$ cat src/rtl/pwm_deadtime.sv
// pwm_deadtime: turns the timer's single-ended PWM into a complementary
// OutH/OutL drive pair with a programmable both-off gap at every transition.
// A latched trap shutdown is built in when PWMDT_TRAP_EN is defined; without
// it TrapIn/TrapClr are ignored and TrapFlag reads 0.
// All outputs are registered and decoded from the next state, so OutH and
// OutL can never be high together. That holds across async reset too.
module pwm_deadtime #(
  parameter int DTW = 8
) (
  input  logic           Clk,
  input  logic           Rst,
  input  logic           En,
  input  logic           PwmIn,
  input  logic [DTW-1:0] DtRise,
  input  logic [DTW-1:0] DtFall,
  input  logic           TrapIn,
  input  logic           TrapClr,
  output logic           OutH,
  output logic           OutL,
  output logic           DtActive,
  output logic           TrapFlag
);

`ifdef PWMDT_TRAP_EN
  typedef enum logic [2:0] {
    IDLE = 3'd0,
    DT_H = 3'd1,
    H_ON = 3'd2,
    DT_L = 3'd3,
    L_ON = 3'd4,
    TRAP = 3'd5
  } state_t;
`else
  typedef enum logic [2:0] {
    IDLE = 3'd0,
    DT_H = 3'd1,
    H_ON = 3'd2,
    DT_L = 3'd3,
    L_ON = 3'd4
  } state_t;
`endif

  state_t         state_q, state_d;
  logic [DTW-1:0] cnt_q, cnt_d;
  logic           out_h_q, out_l_q, dt_act_q;

  // Next-state and dead-time counter logic. Trap outranks enable, and
  // enable outranks the PWM edge handling.
  always_comb begin
    state_d = state_q;
    cnt_d   = cnt_q;
`ifdef PWMDT_TRAP_EN
    if (state_q == TRAP) begin
      if (TrapClr && !TrapIn) begin
        state_d = IDLE;
      end
      cnt_d = '0;
    end else if (TrapIn) begin
      state_d = TRAP;
      cnt_d   = '0;
    end else
`endif
    if (!En) begin
      state_d = IDLE;
      cnt_d   = '0;
    end else begin
      unique case (state_q)
        IDLE: begin
          if (PwmIn) begin
            state_d = DT_H;
            cnt_d   = DtRise;
          end else begin
            state_d = DT_L;
            cnt_d   = DtFall;
          end
        end
        DT_H: begin
          // A PWM pulse that ends inside the gap never reaches OutH.
          if (!PwmIn) begin
            state_d = DT_L;
            cnt_d   = DtFall;
          end else if (cnt_q == '0) begin
            state_d = H_ON;
          end else begin
            cnt_d = cnt_q - DTW'(1);
          end
        end
        H_ON: begin
          if (!PwmIn) begin
            state_d = DT_L;
            cnt_d   = DtFall;
          end
        end
        DT_L: begin
          if (PwmIn) begin
            state_d = DT_H;
            cnt_d   = DtRise;
          end else if (cnt_q == '0) begin
            state_d = L_ON;
          end else begin
            cnt_d = cnt_q - DTW'(1);
          end
        end
        L_ON: begin
          if (PwmIn) begin
            state_d = DT_H;
            cnt_d   = DtRise;
          end
        end
        default: begin
          state_d = IDLE;
          cnt_d   = '0;
        end
      endcase
    end
  end

  // State, counter and output registers; outputs decoded from next state.
  always_ff @(posedge Clk or posedge Rst) begin
    if (Rst) begin
      state_q  <= IDLE;
      cnt_q    <= '0;
      out_h_q  <= 1'b0;
      out_l_q  <= 1'b0;
      dt_act_q <= 1'b0;
    end else begin
      state_q  <= state_d;
      cnt_q    <= cnt_d;
      out_h_q  <= (state_d == H_ON);
      out_l_q  <= (state_d == L_ON);
      dt_act_q <= (state_d == DT_H) || (state_d == DT_L);
    end
  end

  assign OutH     = out_h_q;
  assign OutL     = out_l_q;
  assign DtActive = dt_act_q;

`ifdef PWMDT_TRAP_EN
  logic trap_flag_q;

  // Sticky trap status follows the TRAP state.
  always_ff @(posedge Clk or posedge Rst) begin
    if (Rst) begin
      trap_flag_q <= 1'b0;
    end else begin
      trap_flag_q <= (state_d == TRAP);
    end
  end

  assign TrapFlag = trap_flag_q;
`else
  logic unused_trap;
  assign unused_trap = ^{TrapIn, TrapClr};
  assign TrapFlag    = 1'b0;
`endif

endmodule

$ cat config.mk
export PLATFORM = sky130hd
export DESIGN_NAME = pwm_deadtime
export DESIGN_NICKNAME = d
export VERILOG_FILES = /design/src/rtl/pwm_deadtime.sv
export SDC_FILE = /design/constraint.sdc
export NUM_CORES = 1
export LEC_CHECK = 0
export CORE_ASPECT_RATIO = 0.9
export CORE_UTILIZATION = 49
export CTS_BUF_LIST = sky130_fd_sc_hd__clkbuf_8 sky130_fd_sc_hd__clkbuf_16
export CTS_CLUSTER_SIZE = 28
export DETAILED_ROUTE_END_ITERATION = 10
export HOLD_SLACK_MARGIN = 0.05
export PLACE_DENSITY_LB_ADDON = 0.2
export SETUP_SLACK_MARGIN = 0.15
export SLEW_MARGIN = 20
export SYNTH_ARGS = -nofsm -noshare
export SYNTH_HDL_FRONTEND = slang
export SYNTH_SLANG_ARGS = --single-unit
$ cat constraint.sdc
create_clock -name Clk -period 2.2 [get_ports Clk]
set_input_delay 0.44 -clock Clk [delete_from_list [all_inputs] [get_ports Clk]]
set_output_delay 0.44 -clock Clk [all_outputs]
set_load 0.01 [all_outputs]
## After elaboration in Yosys (flattened, before gate mapping)

Cells that the tools add are included.

- Flip-flop bits (word level): 14
- Bits in latches: 0
- Memory bits (writable): 0
- ROM bits: 0
- Input bits: 22
- Output and inout bits: 4
- Word-level logic and storage cells: 37
- Memories: 0

- Add/sub/neg operators: 1
- Multipliers: 0
- Div/mod/pow operators: 0
- Order comparisons: 0
- Equal/unequal tests: 10
- Shifts and indexed selects: 0
- Multiplexer cells: 17
- Bitwise gates (word level): 0
- Reductions and logical operators: 4

Operator list:

| cell | count |
|---|---|
| $mux W8 | 7 |
| $pmux W8 S5 | 1 |
| $mux W3 | 7 |
| $pmux W3 S5 | 1 |
| $eq A3 B2 Y1 const B | 4 |
| $logic_not A8 Y1 | 1 |
| $sub A8 B1 Y8 const B | 1 |
| $eq A3 B1 Y1 const B | 2 |
| $eq A3 B3 Y1 const B | 2 |
| $ne A3 B3 Y1 const B | 2 |
| $logic_not A3 Y1 | 1 |
| $mux W2 | 1 |
| $reduce_and A2 Y1 | 1 |
| $logic_or A1 B1 Y1 | 1 |

## Longest topological paths before layout

Gate-level depths: netlist of the first run.

- Depth after elaboration: 7
- Mapped depth: 7
- Gate-level depth less buffers: 7

## Least setup slack after synthesis of the first run

Ideal clock, no wire load.

- Path kind: flip-flop to flip-flop
- From: reg cnt_q[0]
- To: reg cnt_q[3]
- Setup time: 0.138 ns
- Arrival: 1.783 ns
- Required time: 2.062 ns
- Slack: 0.278 ns
- Cell stages (with the launch flop): 7
- Path buffers: 0
- Period minus slack after synthesis: 1.922 ns
- Cells stage by stage: dfrtp_1 -> inv_1 -> ha_1 -> or3b_2 -> o2111a_2 -> a221oi_1 -> o2bb2ai_1

- Cells in the longest elaborated chain, start to end: 5
- Elaborated cells between the ends (all ways): 7
- Classes of those cells: add/sub (1); mux (5); reduce/logical (1)

Ends and longest elaborated chain:

| element | RTL line | RTL |
|---|---|---|
| start: declaration | 44 | `logic [DTW-1:0] cnt_q, cnt_d;` |
| start signal: assignment | 128 | `cnt_q <= cnt_d;` |
| $sub A8 B1 Y8 / $logic_not A8 Y1 (equally long branches) | - |  |
| $mux W8 * | 82, 98 |  |
| $mux W8, on equally long branches | 95, 79 |  |
| $pmux W8 S5 * | 67 | `unique case (state_q)` |
| $mux W8 * | 63 | `if (!En) begin` |

Mark *: on every way between the ends. The rest lies on a longest branch, timed or not.
A chain may end at the register's enable or synchronous reset.

## Final worst setup path of the first run

Same ends and word-level chain as after synthesis.

==> results of run 1 <==
worst min-delay path by stage:
stage	end	cells after the start	slack, ps
after floorplan	DtActive	1	330
after global placement	cnt_q[7]	2	530
after detailed placement	cnt_q[4]	1	540
after CTS	cnt_q[5]	2	550
after global routing	cnt_q[4]	1	580
final	cnt_q[0]	2	530
cell families (layout without fill, tap and decap cells):
logic type / Yosys count / count (layout) / share of synthesized area (%)
flops: 14 / 14 / 30.2
other cells: 1 / 1 / 0.323
buf+inv: 15 / 41 / 5.82
mux: 1 / 1 / 0.862
xor+xnor: 1 / 1 / 0.754
fa+ha+maj: 2 / 2 / 2.15
compound gates: 56 / 56 / 33.7
simple gates: 53 / 53 / 26.2
layer usage:
layer / routed length, um / GRT usage, %
met5: 0 / 0
met4: 46 / 9.47
met3: 164 / 2.80
met2: 1390 / 39.5
met1: 1470 / 38.6
synthesized netlist by cell type (2+ instances only):
cell type	number
o2bb2ai_1	3
nand2b_1	9
a221oi_1	7
dfrtp_1	14
inv_1	4
a21oi_1	13
nor3_1	2
or4_1	2
nor2_1	5
ha_1	2
a311oi_1	6
clkbuf_1	4
o21ai_1	2
buf_4	2
o211ai_1	3
buf_2	3
nor4_1	3
o21ai_0	9
a31oi_1	2
clkinv_1	2
nand2_1	14
nor2b_1	3
nor3b_1	5
o21a_1	2
power groups by stage:
stage / combinational (mW) / clock, mW / sequential (mW)
2_1_floorplan: 0.260 / 0 / 0.325
3_3_place_gp: 0.361 / 0 / 0.342
3_5_place_dp: 0.370 / 0 / 0.344
4_1_cts: 0.383 / 0.256 / 0.341
5_1_grt: 0.432 / 0.270 / 0.350
6_report: 0.391 / 0.255 / 0.344
timing repair:
action                                  CTS  global route
cloned                                    0             0
buffers inserted                          0             0
endpoints found under the setup margin    1             3
gates resized for setup                   2             2
through the flow:
step / setup WS [ps] / cells / util (%) / instance area (um2)
3_5_place_dp: 38.3 / 192 / 65.3 / 1440
4_1_cts: 242 / 196 / 68.2 / 1500
2_1_floorplan: 278 / 143 / - / 1160
6_report: 237 / 196 / 68.5 / 1510
3_3_place_gp: 129 / 192 / 65.3 / 1440
5_1_grt: 134 / 196 / 68.5 / 1510
state kept, by name, summed over array words and instances, names as in the netlist:
name	cells
state_q	3
DtActive	1
OutH	1
OutL	1
cnt_q	8
cell type report:
class / count / area (um2)
Timing Repair Buffer: 31 / 288
Clock buffer: 4 / 55.1
Multi-Input combinational cell: 114 / 758
Sequential cell: 14 / 350
Fill cell: 193 / 694
Inverter: 6 / 22.5
Tap cell: 27 / 33.8
==> qor.yml, run 1 <==
run_status:
  status: "completed"
sta:
  slew_violations: 0
  slew_headroom_pct: 64.1
  fin_crit_ps: 1960
  worst_pin_slew_ps: 539
  period_share_pct: 89.2
  fmaxAchievable_mhz: 509
  finalSetupViolations: 0
  skew_ps: 4.05
  grt_setup_unrepaired: "true"
  whs_ps: 527
  fin_setup_tns_ps: 0
  hold_viol: 0
pwr:
  vdd_drop_max_mv: 0.363
  pwr_density_cell_nw_per_um2: 656
  internal_power_uw: 641
  sequentialPowerShare_pct: 34.7
  switching_power_uw: 348
  p_leak_nw: 0.576
  swShare_pct: 35.2
  finalPower_uw: 989
  power_frac_clock_pct: 25.8
  combPwrFrac_pct: 39.5
yosys:
  synth_top_area_share_pct: 30.2
  ys_types: 46
  syn_inst: 143
  syn_area_um2: 1160
  synthTopCellsByArea: "dfrtp_1, a21oi_1, a221oi_1"
  synthArstFlopShare_pct: 100
  synth_flop_cell: "dfrtp_1"
  yosysWarnings: 0
  synth_largest_area_cell: "dfrtp_1"
  synth_fp_nets: 167
  synth_edf_count: 0
  synth_seq_area_share_pct: 30.2
  syn_area_per_cell_um2: 8.12
  ys_ff_latch: 14
worst_setup_path:
  r2r_slack_ps: 240
  timing.rr.end: "cnt_q[3]"
  timing.rr.start: "cnt_q[0]"
  crit_start: "cnt_q[0]"
  start_kind: "flip-flop"
  endpoint: "cnt_q[3]"
  cp.depth: 7
  critPathMaxFanout: 5
  cp.required_ps: 2330
  cp-end-kind: "flip-flop"
  crit_buf_inv: 1
  path_delay_family: "compound AO/OA/AOI/OAI gates"
  max_stage_delay_ps: 420
  setup.worst_path.class: "flip-flop to flip-flop"
  rr_worst_depth: 7
  arrival_ps: 2100
  crit_path_top_delay_cell: "or3b_4"
  crit_chain: "inv_2, ha_1, or3b_4, o2111a_2, nand2b_1, o21ai_0, o2bb2ai_1"
floorplan:
  core-area_um2: 2200
  start_util_pct: 52.7
  rows: 16
  ioPinCount: 26
  die_h_um: 48.2
  die_x_um: 53.3
  dieArea_um2: 2570
clocking:
  cts-root-buf: "clkbuf_8"
  cts_buffer_depth: 2
  h-tree-depth: 1
  cts.clk_slew.worst_paths_ps: 60
  cts_sinks: 14
  clkLatencyLatePin_ps: 250
  numCtsBuffers: 3
  cts_tree: "built"
  hold_buffers: 0
global_routing:
  grt_max_degree: 21
  gr-total-overflow: 0
  grt.total_usage_pct: 26.2
  antenna_found_initial: 0
  grt_pass1_vias: 996
  grt_pass1_wl_mm: 4.69
drt:
  wl_per_cell_um: 15.7
  vias_per_cell: 6.10
  ant_nets: 0
  firstDrtPassIters: 4
  drtIter0Drc: 40
  vias: 1196
  finalWirelength_mm: 3.07
  drcViolationCount: 0
min_path:
  hold_path_class: "primary input to async pin"
finish:
  final_cell_mix: "clkdlybuf4s50_1, dfrtp_1, nand2_1"
  final_common_cell: "clkdlybuf4s50_1"
  fin_nets: 194
  syn2layout_area_growth_pct: 29.8
  antennaDiodeCount: 0
  layout-drive-gt1-share_pct: 12.4
place:
  port_buffers: 22
  dp_hpwl_mm: 2.25
  globalplace.congestion: 0.896
run:
  max-cap-violations: 0
Power figures use the tool's default switching activity.
==> run 2: changes to the inputs <==
Settings changed: ABC_AREA from default to 0, CORE_MARGIN from default to 3.
==> run 2 against run 1 <==
Net effect: critical path depth decreased by 2; critical path type unchanged; highest routed layer unchanged; power decreased by 0.32%; clock-buffer cell count unchanged; design area decreased by 0.25%; final cell count unchanged; hold slack improved by 14 ps; worst setup slack improved by 7.2 ps; via count increased by 4.7%; flip-flop and latch count unchanged; combinational power about the same.
==> qor.yml, run 2 (synthesis results as in run 1) <==
run_status:
  status: "completed"
worst_setup_path:
  arrival_ps: 2050
  critPathMaxFanout: 5
  cp-end-kind: "flip-flop"
  start_kind: "flip-flop"
  setup.worst_path.class: "flip-flop to flip-flop"
  cp.required_ps: 2290
sta:
  skew_ps: 0.844
  slew_headroom_pct: 63.4
  finalSetupViolations: 0
  fin_setup_tns_ps: 0
  grt_setup_unrepaired: "false"
  worst_pin_slew_ps: 548
  period_share_pct: 88.9
  slew_violations: 0
  hold_viol: 0
  fin_crit_ps: 1960
  fmaxAchievable_mhz: 511
finish:
  post-route-util_pct: 67.7
  layout-drive-gt1-share_pct: 11.8
  reg.largest.list: "cnt_q: 8 flops, state_q: 3 flops"
  largest_reg_flops: 8
  final_common_cell: "clkdlybuf4s50_1"
  largest_register: "cnt_q"
  fin_nets: 194
  final_cell_mix: "clkdlybuf4s50_1, dfrtp_1, nand2_1"
  syn2layout_area_growth_pct: 29.5
  antennaDiodeCount: 0
pwr:
  switching_power_uw: 347
  vdd_drop_max_mv: 0.630
  swShare_pct: 35.2
  combPwrFrac_pct: 39.7
  internal_power_uw: 639
  p_leak_nw: 0.574
  pwr_density_cell_nw_per_um2: 656
  finalPower_uw: 986
  power_frac_clock_pct: 25.7
  sequentialPowerShare_pct: 34.6
clocking:
  cts_tree: "built"
  cts.clk_slew.worst_paths_ps: 60
  cts-root-buf: "clkbuf_8"
  cts_buffer_depth: 2
  h-tree-depth: 1
  clkLatencyLatePin_ps: 240
  cts_setup_buffers: 0
  cts_sinks: 14
  numCtsBuffers: 3
run:
  max-cap-violations: 0
global_routing:
  grt_pass1_vias: 1120
  grt_pass1_wl_mm: 5.21
  grt_max_degree: 21
  grt.total_usage_pct: 22.5
  gr-total-overflow: 0
  antenna_found_initial: 0
drt:
  wl_per_cell_um: 16.4
  finalWirelength_mm: 3.21
  ant_nets: 0
  vias: 1252
  drcViolationCount: 0
  firstDrtPassIters: 5
  vias_per_cell: 6.39
  drtIter0Drc: 40
floorplan:
  core-area_um2: 2220
  dieArea_um2: 2990
  die_h_um: 52.2
  rows: 16
  start_util_pct: 52.3
  die_x_um: 57.3
  ioPinCount: 26
min_path:
  hold_path_class: "primary input to async pin"
place:
  dp_hpwl_mm: 2.34
  port_buffers: 22
  globalplace.congestion: 0.868
[run 2: layout make-up]
type / count / area [um2]
sequential: 14 / 350
multi-input combinational: 114 / 754
fill: 184 / 718
clock buffer: 4 / 55.1
tap: 27 / 33.8
timing repair buffer: 31 / 288
inverter: 6 / 22.5
[run 2: stage by stage]
stage / std cells / instance area [um2] / hold slack (ps) / setup WS [ps]
3_3_place_gp: 192 / 1440 / 532 / 104
2_1_floorplan: 143 / 1160 / 329 / 278
4_1_cts: 196 / 1490 / 550 / 156
5_1_grt: 196 / 1500 / 581 / 133
3_5_place_dp: 192 / 1440 / 536 / 46.3
6_report: 196 / 1500 / 542 / 244
[run 2: path summary, 6_finish.rpt]
kind	start	endpoint	slack [ps]	cells after the start
worst max register to register	cnt_q[0]	state_q[0]	240	5
min in group Clk	cnt_q[4]	cnt_q[4]	550	1
worst min register to register	cnt_q[4]	cnt_q[4]	550	1
worst min-delay path	Rst	DtActive	540	2
worst max-delay path	cnt_q[0]	state_q[0]	240	5
max in group asynchronous	Rst	cnt_q[3]	1300	2
[run 2: what timing repair did]
item / 4_1_cts / 5_1_grt
gates resized for setup: 0 / 3
hold buffers: 0 / 0
endpoints found under the setup margin: 0 / 9
[run 2: power by group through the flow]
stage	logic [mW]	registers, mW	clock network (mW)
final	0.392	0.341	0.253
after global routing	0.429	0.349	0.271
after CTS	0.374	0.339	0.260
after detailed placement	0.371	0.344	0
after global placement	0.364	0.341	0
after floorplan	0.260	0.325	0
[run 2: metal layers]
metal	vias up	wire length [um]	global-route usage, %
met1	599	1420	29.9
li1	601	-	-
met3	4	230	5.67
met4	0	33	3.86
met2	48	1520	37.5
met5	-	0	0
[run 2: worst max-delay path, stage by stage, from the launching register on]
cell	delay (ps)
dfrtp_1	370
inv_1	100
ha_1	230
or3b_4	440
o41ai_1	490
a221oi_1	170
==> run 3: changes to the inputs <==
Clock period 2.2 ns to 1.8 ns, I/O delays scaled along.
==> run 3 against run 2 <==
Net effect: the flow now finishes with violations (negative setup slack); wire length up 39%; worst setup slack worse by 360 ps; design area rose by 25%; final cell count up 16%; critical path depth up 2; sequential share of layout area is 4.6 points lower; global-route usage increased by 4.7 points; clock skew rose by 2.9 ps; critical endpoint is now cnt_q[2]; largest power group unchanged; highest routed layer unchanged.
==> qor.yml, run 3 (synthesis results as in run 1) <==
run_status:
  status: "finished, violations left"
  violations: "negative setup slack"
drt:
  drcViolationCount: 0
  drtIter0Drc: 114
  vias: 1504
  firstDrtPassIters: 4
  finalWirelength_mm: 4.46
  wl_per_cell_um: 19.6
  ant_nets: 0
  vias_per_cell: 6.63
sta:
  slew_headroom_pct: 59.6
  period_share_pct: 106
  fin_crit_ps: 1910
  grt_setup_unrepaired: "true"
  hold_viol: 0
  final.setup.worst_slack_ps: -111
  slew_violations: 0
  fmaxAchievable_mhz: 523
  skew_ps: 3.72
  worst_pin_slew_ps: 605
  fin_setup_tns_ps: -582
  finalSetupViolations: 9
clocking:
  hold_buffers: 0
  cts_sinks: 14
  numCtsBuffers: 3
  cts.clk_slew.worst_paths_ps: 70
  h-tree-depth: 1
  cts_buffer_depth: 2
  cts-root-buf: "clkbuf_8"
  clkLatencyLatePin_ps: 250
  cts_tree: "built"
global_routing:
  grt_pass1_wl_mm: 6.28
  antenna_found_initial: 0
  grt_max_degree: 21
  grt.total_usage_pct: 27.2
  gr-total-overflow: 0
  grt_pass1_vias: 1350
place:
  globalplace.congestion: 0.887
  port_buffers: 22
  dpl_worst_slack_ps: -247
  place_inst: 215
  dp_hpwl_mm: 2.75
  dpl-instance-area_um2: 1650
pwr:
  power_frac_clock_pct: 21.2
  combPwrFrac_pct: 53.6
  sequentialPowerShare_pct: 25.3
  vdd_drop_max_mv: 0.705
  swShare_pct: 37.6
  switching_power_uw: 576
  p_leak_nw: 0.766
  internal_power_uw: 956
  pwr_density_cell_nw_per_um2: 813
finish:
  final_cells: 227
  syn2layout_area_growth_pct: 62.3
  post-route-util_pct: 84.8
  reg.largest.list: "cnt_q: 8 flops, state_q: 3 flops"
  nFillCells: 121
  antennaDiodeCount: 0
  final_cell_mix: "buf_4, clkdlybuf4s50_1, dfrtp_1"
  register_area_um2: 352
  largest_reg_flops: 8
  final_cell_area_um2: 1880
  final_common_cell: "buf_4"
  layout-drive-gt1-share_pct: 37.5
  fin_nets: 225
  largest_register: "cnt_q"
  multi_input_area_um2: 891
floorplan:
  ioPinCount: 26
  die_x_um: 57.3
  core-area_um2: 2220
  die_h_um: 52.2
  rows: 16
  dieArea_um2: 2990
  start_util_pct: 52.3
worst_setup_path:
  crit_start: "cnt_q[0]"
  critPathMaxFanout: 5
  cp.required_ps: 1930
  arrival_ps: 2040
  start_kind: "flip-flop"
  cp-end-kind: "flip-flop"
  timing.rr.start: "cnt_q[0]"
  setup.worst_path.class: "flip-flop to flip-flop"
run:
  max-cap-violations: 0
min_path:
  hold_path_class: "primary input to async pin"
==> run 3: layer usage <==
layer / track usage (%) / wire [um]
met1: 32.1 / 1730
met5: 0 / 0
met3: 6.65 / 396
met2: 47.5 / 2120
met4: 11.2 / 211
==> run 3: layout make-up <==
| type | count | share of cell area [%] |
|---|---|---|
| well taps | 27 | 1.79 |
| repair buffers | 62 | 28.2 |
| inverters | 6 | 1.20 |
| multi-input cells | 114 | 47.3 |
| clock buffers | 4 | 2.92 |
| flip-flops and latches | 14 | 18.7 |
==> run 3: repair_timing <==
action,CTS,global route
endpoints found under the hold margin,0,0
setup buffers,4,4
setup endpoints to repair,14,14
resized for setup,5,24
pin swaps,5,4
==> run 3: final timing paths <==
kind	endpoint	slack, ps	depth (start not counted)
setup / recovery	cnt_q[2]	-110	7
hold / removal	state_q[1]	470	2
setup reg to reg	cnt_q[2]	-110	7
hold reg to reg	DtActive	580	1
max in group asynchronous	state_q[0]	900	2
min in group Clk	DtActive	580	1
==> run 3: power groups by stage <==
stage                     Combinational, mW  Sequential [mW]  Clock, mW
after floorplan                       0.352            0.399          0
after global placement                0.603            0.388          0
after detailed placement              0.628            0.392          0
after CTS                             0.664            0.385      0.319
after global routing                  0.873            0.392      0.345
final                                 0.820            0.387      0.324
==> run 3: per-stage QoR <==
| step | hold WS, ps | total power [mW] |
|---|---|---|
| CTS | 486 | 1.37 |
| global placement | 552 | 0.991 |
| finish | 473 | 1.53 |
| floorplan | 249 | 0.752 |
| global route | 510 | 1.61 |
| detailed placement | 567 | 1.02 |
==> run 3: critical path, cell delays in order (launching register included) <==
cell and delay [ps]:
dfrtp_1 390, inv_2 90, ha_4 150, or3b_4 410, o2111a_2 290, buf_6 140
a221oi_2 210, o2bb2ai_1 100
